$ cat src/rtl/if_id_fifo.sv
// -----------------------------------------------------------------------------
// if_id_fifo
//
// Elastic IF->ID pipeline buffer. Holds up to DEPTH {pc, instruction} pairs
// between instruction fetch and decode behind a valid/ready handshake on both
// sides, so fetch can run ahead of a stalled decode without dropping or
// duplicating instructions. While empty, the downstream side presents a NOP
// bubble (NOP_PC / NOP_INS) with dn_valid low.
//
// Parameters
//   PC_W     PC width
//   INS_W    instruction width
//   DEPTH    number of entries (power of two, >= 2)
//   NOP_PC   PC presented while empty
//   NOP_INS  instruction presented while empty (addi x0,x0,0)
//
// Ports
//   clk_in      single clock, all state updates on the rising edge
//   rst_in      asynchronous active-low reset
//   rdy_in      chip ready; low freezes every register (clear still wins)
//   clear       synchronous flush (branch/jump redirect), active-high
//   up_valid    fetch offers {up_pc, up_ins}
//   up_ready    buffer can accept an entry this cycle
//   up_pc       fetched PC
//   up_ins      fetched instruction
//   dn_valid    head entry is valid for decode
//   dn_ready    decode consumes the head entry
//   dn_pc       head PC, or NOP_PC while empty
//   dn_ins      head instruction, or NOP_INS while empty
//   count       number of occupied entries, 0..DEPTH
//
// Optional build macro
//   IF_ID_PERF_EN  adds saturating 32-bit performance counters:
//     stall_cnt   cycles with rdy_in & up_valid & !up_ready
//     bubble_cnt  cycles with rdy_in & dn_ready & !dn_valid
//   Both reset to 0 and ignore clear. Without the macro the ports and the
//   counters do not exist and everything else behaves identically.
// -----------------------------------------------------------------------------
module if_id_fifo #(
    parameter int               PC_W    = 32,
    parameter int               INS_W   = 32,
    parameter int               DEPTH   = 2,
    parameter logic [PC_W-1:0]  NOP_PC  = '0,
    parameter logic [INS_W-1:0] NOP_INS = INS_W'(32'h0000_0013)
) (
    input  logic                       clk_in,
    input  logic                       rst_in,
    input  logic                       rdy_in,
    input  logic                       clear,

    input  logic                       up_valid,
    output logic                       up_ready,
    input  logic [PC_W-1:0]            up_pc,
    input  logic [INS_W-1:0]           up_ins,

    output logic                       dn_valid,
    input  logic                       dn_ready,
    output logic [PC_W-1:0]            dn_pc,
    output logic [INS_W-1:0]           dn_ins,

    output logic [$clog2(DEPTH):0]     count
`ifdef IF_ID_PERF_EN
    ,
    output logic [31:0]                stall_cnt,
    output logic [31:0]                bubble_cnt
`endif
);

    localparam int               PTR_W    = $clog2(DEPTH);
    localparam int               CNT_W    = PTR_W + 1;
    localparam logic [CNT_W-1:0] FULL_CNT = CNT_W'(DEPTH);
    localparam logic [PTR_W-1:0] PTR_ONE  = PTR_W'(1);
    localparam logic [CNT_W-1:0] CNT_ONE  = CNT_W'(1);

    typedef struct packed {
        logic [PC_W-1:0]  pc;
        logic [INS_W-1:0] ins;
    } entry_t;

    // -------------------------------------------------------------------------
    // Storage and state
    // -------------------------------------------------------------------------
    entry_t           mem [DEPTH];
    entry_t           head;

    logic [PTR_W-1:0] wr_ptr;
    logic [PTR_W-1:0] rd_ptr;
    logic [PTR_W-1:0] wr_ptr_nxt;
    logic [PTR_W-1:0] rd_ptr_nxt;
    logic [CNT_W-1:0] count_nxt;

    logic             empty;
    logic             full;
    logic             push;
    logic             pop;

    // -------------------------------------------------------------------------
    // Handshake
    // -------------------------------------------------------------------------
    assign empty = (count == '0);
    assign full  = (count == FULL_CNT);

    // A full buffer refuses a new entry even when decode drains the head in
    // the same cycle, so up_ready never depends on dn_ready. rst_in is folded
    // in so fetch sees the block as not ready for the whole reset window.
    assign up_ready = rst_in & rdy_in & ~full;
    assign dn_valid = rdy_in & ~empty;

    // clear discards whatever transfer was offered in the flush cycle.
    assign push = up_valid & up_ready & ~clear;
    assign pop  = dn_valid & dn_ready & ~clear;

    // -------------------------------------------------------------------------
    // Downstream data: a mux of registers only, so there is never a
    // combinational path from up_* to dn_*. A freshly pushed entry shows up
    // one cycle after the edge that accepted it.
    // -------------------------------------------------------------------------
    assign head   = mem[rd_ptr];
    assign dn_pc  = empty ? NOP_PC  : head.pc;
    assign dn_ins = empty ? NOP_INS : head.ins;

    // -------------------------------------------------------------------------
    // Next-state logic
    // -------------------------------------------------------------------------
    // NOTE: every variable gets a default at the top of the block so no path
    // leaves it unassigned; otherwise synthesis would infer a latch.
    always_comb begin
        wr_ptr_nxt = wr_ptr;
        rd_ptr_nxt = rd_ptr;
        count_nxt  = count;

        if (clear) begin
            wr_ptr_nxt = '0;
            rd_ptr_nxt = '0;
            count_nxt  = '0;
        end else begin
            // DEPTH is a power of two, so pointer wrap is the natural
            // overflow of a PTR_W-bit add.
            if (push) begin
                wr_ptr_nxt = wr_ptr + PTR_ONE;
            end
            if (pop) begin
                rd_ptr_nxt = rd_ptr + PTR_ONE;
            end
            unique case ({push, pop})
                2'b10:   count_nxt = count + CNT_ONE;
                2'b01:   count_nxt = count - CNT_ONE;
                default: count_nxt = count;
            endcase
        end
    end

    // -------------------------------------------------------------------------
    // State registers
    // -------------------------------------------------------------------------
    // NOTE: sequential state uses non-blocking assignments so every register
    // samples the pre-edge values, independent of statement order.
    always_ff @(posedge clk_in or negedge rst_in) begin
        if (!rst_in) begin
            wr_ptr <= '0;
            rd_ptr <= '0;
            count  <= '0;
        end else begin
            wr_ptr <= wr_ptr_nxt;
            rd_ptr <= rd_ptr_nxt;
            count  <= count_nxt;
        end
    end

    // NOTE: the entry array is deliberately not reset. Its contents are only
    // visible through dn_* while count != 0, and count is reset, so a reset
    // here would only cost area and routing.
    always_ff @(posedge clk_in) begin
        if (push) begin
            mem[wr_ptr] <= entry_t'{pc: up_pc, ins: up_ins};
        end
    end

`ifdef IF_ID_PERF_EN
    // -------------------------------------------------------------------------
    // Performance counters: saturating, cleared only by reset.
    // -------------------------------------------------------------------------
    logic stall_ev;
    logic bubble_ev;

    assign stall_ev  = rdy_in & up_valid & ~up_ready;
    assign bubble_ev = rdy_in & dn_ready & ~dn_valid;

    always_ff @(posedge clk_in or negedge rst_in) begin
        if (!rst_in) begin
            stall_cnt  <= '0;
            bubble_cnt <= '0;
        end else begin
            if (stall_ev && (stall_cnt != '1)) begin
                stall_cnt <= stall_cnt + 32'd1;
            end
            if (bubble_ev && (bubble_cnt != '1)) begin
                bubble_cnt <= bubble_cnt + 32'd1;
            end
        end
    end
`endif

endmodule

$ cat config.mk
export PLATFORM = sky130hd
export DESIGN_NAME = if_id_fifo
export DESIGN_NICKNAME = d
export VERILOG_FILES = /design/src/rtl/if_id_fifo.sv
export SDC_FILE = /design/constraint.sdc
export NUM_CORES = 1
export LEC_CHECK = 0
export CORE_ASPECT_RATIO = 0.9
export CORE_UTILIZATION = 48
export DETAILED_ROUTE_END_ITERATION = 16
export HOLD_SLACK_MARGIN = 0.15
export PLACE_DENSITY = 0.89
export REMOVE_ABC_BUFFERS = 1
export SYNTH_ARGS = -nofsm -noshare
export SYNTH_HDL_FRONTEND = slang
export SYNTH_SLANG_ARGS = --single-unit
$ cat constraint.sdc
create_clock -name clk_in -period 10.18 [get_ports clk_in]
set_input_delay 1.018 -clock clk_in [delete_from_list [all_inputs] [get_ports clk_in]]
set_output_delay 1.018 -clock clk_in [all_outputs]
set_load 0.005 [all_outputs]
==> metrics.cfg <==
[drt]
wl_um=9549
drtAntennaViolNets=0
wl_per_cell_um=16.27
routed_via_density=5.087
drt_first_pass_iters=4
vias=2986
drcViolationCount=0
initialDrtViolationCount=115

[global_routing]
grt_pass1_wl_um=14970
grt_max_degree=65
grt_pass1_vias=3105
grt-ovfl-total=0
antenna_found_initial=0
grt_use_total=0.1840

[worst_setup_path]
startpoint_type=flop
crit_fanout=35
path_class=flop to output pin
cp-end-kind=output pin
arrival_ns=2.60
cp_data_required_time_ns=9.16

[run_status]
status=finished, final reports clean

[sta]
clock.fmax_ghz=0.2767
timing.final.crit_period_ns=3.614
rsz0062_at_grt=false
finalSetupTns_ns=0
slew_headroom=0.4051
fin_crit_sh=0.3551
setup_viol=0
skew_ns=0.01194
worst_pin_slew_ns=0.8923
hold_viol_final=0
drv_slew=0

[clock_network]
post_cts_resized=0
cts_setup_buffers=0
insertion_delay_ns=0.40
ctsHoldBuffers=0
cts_buffer_depth=2
cts_tree=yes
cts_sinks=132
cts_buffers=17
clkTransAtPathRegs_ns=0.05
cts_root_buf=clkbuf_16
htreeDepth=4

[synthesis]
yosysTopAreaCell=edfxtp_1
synth.distinct_cells=22
ys_ff_latch=132
ys_top_cells_by_count=edfxtp_1, mux2i_1, nor2_1, buf_2
synth_area_mm2=0.005065
synth_edf_count=128
ys_async_sr_fraction=0.03030
ys_seq_area_frac=0.7787
yosysMostFrequentCell=edfxtp_1
syn_inst=298
syn_avg_cell_area_um2=17.00
synth.area.top_cells=edfxtp_1, mux2i_1, nor2_1
synthFlopType=edfxtp_1
ys.warnings.count=0
synth_top_area_share=0.7589

[cells_and_area]
fill_cells=690
seq_area_mm2=0.003948
fin_util=0.6987
antenna-diode-count=0
nets=515
multi_input_area_mm2=0.001057
drive_gt1_frac=0.09170
syn_to_final_growth_pct=41.35
fin_cells=587

[pwr]
p_per_area_mw_per_mm2=179.9
leakagePower_nw=2.281
ir_drop_mv=0.1129

[job]
cap_violations=0

[place]
place_hpwl_um=6039
io_buffers=137
dp_cells=555
place_congestion=0.7209

[die]
die_area_mm2=0.01097
dieWidth_um=110.3
start_util=0.4943
die_h_um=99.45
row_count=35
ios=138
placeableCoreArea_mm2=0.01025

[worst_hold_path]
hold_class=flop to flop

==> flip-flops by register name, summed over array words and instances (netlist names) <==
| register | count |
|---|---|
| count | 2 |
| mem | 128 |
| wr_ptr | 1 |
| rd_ptr | 1 |
==> metrics by stage <==
| step | total power, mW | hold WS [ns] | setup WS [ns] | area (µm²) |
|---|---|---|---|---|
| 6_report | 1.288 | 0.6118 | 6.566 | 7159 |
| 3_5_place_dp | 0.7095 | 0.5999 | 6.813 | 6579 |
| 2_1_floorplan | 0.6481 | 0.5287 | 1.744 | 4985 |
| 4_1_cts | 1.299 | 0.6048 | 6.521 | 7159 |
| 5_1_grt | 1.330 | 0.6366 | 6.374 | 7159 |
| 3_3_place_gp | 0.7069 | 0.5755 | 6.855 | 6579 |
==> worst max-delay path: stages (launching register included) <==
cell             delay [ns]
dfrtp_4                0.78
buf_4                  0.60
mux2i_1                0.16
nor2_1                 0.12
clkdlybuf4s50_1        0.52
==> cells by family after synthesis <==
kind of cell | count (synthesis) | synth area share
multiplexers | 64 | 0.1265
AO/OA/AOI/OAI | 11 | 0.01383
flip-flops | 132 | 0.7787
buffers and inverters | 15 | 0.01655
AND/OR/NAND/NOR | 76 | 0.06448
==> final cells by class <==
class                           instances  area share
Clock buffer                           18     0.05994
Clock inverter                         14     0.02115
Inverter                                1   0.0005243
Multi-Input combinational cell        151      0.1477
Sequential cell                       132      0.5514
Tap cell                              129     0.02254
Timing Repair Buffer                  142      0.1968
==> worst paths after layout <==
kind / start / endpoint / slack (ns) / cells after the start
worst min-delay path: wr_ptr$_DFFE_PN0P_ / wr_ptr$_DFFE_PN0P_ / 0.61 / 2
max in group asynchronous: rst_in / rd_ptr$_DFFE_PN0P_ / 9.06 / 1
worst max-delay path: rd_ptr$_DFFE_PN0P_ / dn_ins[8] / 6.57 / 4
worst max register to register: count[1]$_DFFE_PN0P_ / mem[0][30]$_DFFE_PP_ / 8.11 / 3
worst min register to register: wr_ptr$_DFFE_PN0P_ / wr_ptr$_DFFE_PN0P_ / 0.61 / 2
min in group asynchronous: rst_in / count[0]$_DFFE_PN0P_ / 0.87 / 1
==> layer usage <==
layer | GRT usage | vias up | share of wire
met3 | 0.04849 | 6 | 0.049
met2 | 0.3106 | 90 | 0.52
met4 | 0.06984 | 0 | 0.0048
met1 | 0.2261 | 1471 | 0.42
li1 | - | 1419 | -
met5 | 0 | - | 0
==> layout by cell type (no fill, tap or decap), types with 3 or more instances in the layout <==
master / synthesis / final
clkbuf_16: 0 / 17
a21oi_1: 3 / 3
buf_4: 3 / 5
clkdlybuf4s50_1: 0 / 137
edfxtp_1: 128 / 128
nor2_1: 63 / 62
clkinvlp_4: 0 / 4
o21ai_0: 4 / 4
mux2i_1: 64 / 64
dfrtp_1: 4 / 3
inv_6: 0 / 5
==> where the power goes <==
group          switching (mW)  internal (mW)
logic                  0.0345         0.0552
clock network           0.226          0.363
registers             0.00469          0.603
total                   0.266           1.02
No activity file was read; power rests on OpenSTA's default activity.
==> variant (same flow settings) <==
`DEPTH`: 2 -> 4. Comments in the files are not updated.
--- a/src/rtl/if_id_fifo.sv
+++ b/src/rtl/if_id_fifo.sv
@@ -39,7 +39,7 @@
 module if_id_fifo #(
     parameter int               PC_W    = 32,
     parameter int               INS_W   = 32,
-    parameter int               DEPTH   = 2,
+    parameter int               DEPTH   = 4,
     parameter logic [PC_W-1:0]  NOP_PC  = '0,
     parameter logic [INS_W-1:0] NOP_INS = INS_W'(32'h0000_0013)
 ) (
Ports: changed (resized count); port bits go from 138 to 139. The function was not compared with the original's and may differ.
==> variant against the unedited design <==
Clock skew about the same; worst setup slack got worse by 730 ps; clock power is 59% higher; sequential cell count up 131; routed wire length increased by 93%; critical path depth is the same; total power up 80%; fmax down 17%; synthesized area increased by 100%; core utilization is 9.0 points lower; final area rose by 77%; combinational power grew 94%; largest cell class unchanged.
==> variant: results (changes against the unedited design) <==
vias in the first global route 5322 (+71%); Synth top cells by count 256 x edfxtp_1, 64 x mux4_2, 64 x nor2b_1, 9 x clkbuf_1, 8 x nor2_1; Num CTS Buffers 27 (+10); Lkg Pwr 3.91 nW (+71%); share of layout cells above drive strength 1 0.180 (+0.0884); critical path class register to output pin; Max clock buf depth 3 (+1); worst path arrival time 3320 ps (+720 ps); worst-skew pair later-pin latency 520 ps (+120 ps); Seq/Total Area, Yosys 0.776 (-0.00305); DRT Pass-1 Iters 6 (+2); adder-cell area share of the yosys netlist 0.00691 (+0.00691); routability congestion estimate 0.714 (-0.92%); Yosys warning total 0 (unchanged); synth top area cells edfxtp_1 76%, mux4_2 14%, nor2b_1 3.9%; Netlist cell types 30 (+36%); first-iteration detailed-routing DRC count 242 (+110%); Post-CTS Repair Setup Buffers 0 (unchanged); Clock transition at path regs approximately 60 ps; worst clock skew 11.6 ps (-0.360 ps); run status completed; slew margin rel. 0.338 (-0.0674); drt wl/cell 20.3 um (+25%); GR Util All Layers 0.174 (-0.00964); first-pass GRT wire length 28600 um (+91%); asr flop ratio synth 0.0266 (-0.00369); multiplexer fraction of the synthesized cell area 0.146 (+0.0193); post-CTS sizing 0 (unchanged); initial antenna violation count 0 (unchanged); largest net degree at the start of global routing 66 (+1.5%); ant diodes 0 (unchanged); Largest regs mem x256, count x3; via count 4846 (+62%); Synth Flop Type edfxtp_1; nets@finish 679 (+32%); DP HPWL 10700 um (+77%); Compound-Gate Fraction of Synth Area 0.00457 (-0.00927); Peak VDD IR 0.0894 mV (-21%); Hold Crit Class register to register; H-tree Lvls 1 (-3); EDFF count, synth 256 (+100%); xor/xnor share of the synthesized area 0.00346 (+0.00346); number of port buffers 138 (+0.73%); Root Buffer clkbuf_16; Fillers 1446 (+110%); Max FO, Critical Path 42 (+20%)
[variant: cell count changes after synthesis, sizes merged, moves of 3 or more]
cell and change:
edfxtp +128, clkbuf +8, mux2i -63, dfrtp +3, nor2b +61, ha +4, nor2 -55, mux4 +64
and2 +4, xnor2 +3, or2 +3, o21ai -3
[variant: path summary, 6_finish.rpt]
check / startpoint / endpoint / slack [ps] / cells past startpoint
hold reg to reg: wr_ptr[1] / wr_ptr[1] / 610 / 2
hold / removal: wr_ptr[1] / wr_ptr[1] / 610 / 2
min in group asynchronous: rst_in / count[2] / 820 / 1
setup / recovery: rd_ptr[0] / dn_ins[24] / 5840 / 4
setup reg to reg: count[2] / mem[1][24] / 7700 / 3
max in group asynchronous: rst_in / rd_ptr[1] / 8990 / 1
[variant: through the flow]
| stage | setup WS, ps | hold slack (ps) | area [sq um] | std cells |
|---|---|---|---|---|
| after CTS | 5740 | 606 | 12600 | 908 |
| after global routing | 5600 | 636 | 12600 | 908 |
| after detailed placement | 6300 | 598 | 11800 | 861 |
| after global placement | 6340 | 573 | 11800 | 861 |
| final | 5840 | 613 | 12600 | 908 |
| after floorplan | 5140 | 554 | 10000 | 435 |
[variant: cell families after synthesis]
| group | Yosys count |
|---|---|
| AO/OA/AOI/OAI | 5 |
| XOR/XNOR | 4 |
| adder cells (fa/ha/maj) | 5 |
| buffers and inverters | 24 |
| flip-flops | 263 |
| multiplexers | 67 |
| AND/OR/NAND/NOR | 89 |
[variant: cell type report]
type	count	area (sq um)	share of cell area
sequential	263	7870	0.622
multi-input combinational	170	2180	0.172
timing repair buffer	140	1400	0.110
clock buffer	30	687	0.0543
tap	286	358	0.0283
clock inverter	17	150	0.0119
inverter	2	7.51	0.000594
[variant: power by group]
group	switching (mW)	leakage (nW)	internal [mW]
Sequential	0.00780	2.40	1.20
Clock	0.381	0.415	0.555
Combinational	0.0710	1.10	0.103
Total	0.460	3.91	1.86
[variant: layer usage]
metal,track usage,vias to the layer above,part of all wire
met5,0,-,0
met3,0.0380,38,0.053
met1,0.222,2528,0.42
met4,0.0531,0,0.029
li1,-,2141,-
met2,0.301,139,0.50
[variant: critical path, cell delays in order (launching register included)]
cell             delay [ps]
dfrtp_4                 730
buf_4                   770
mux4_2                  600
nor2b_1                 170
clkdlybuf4s50_1         500
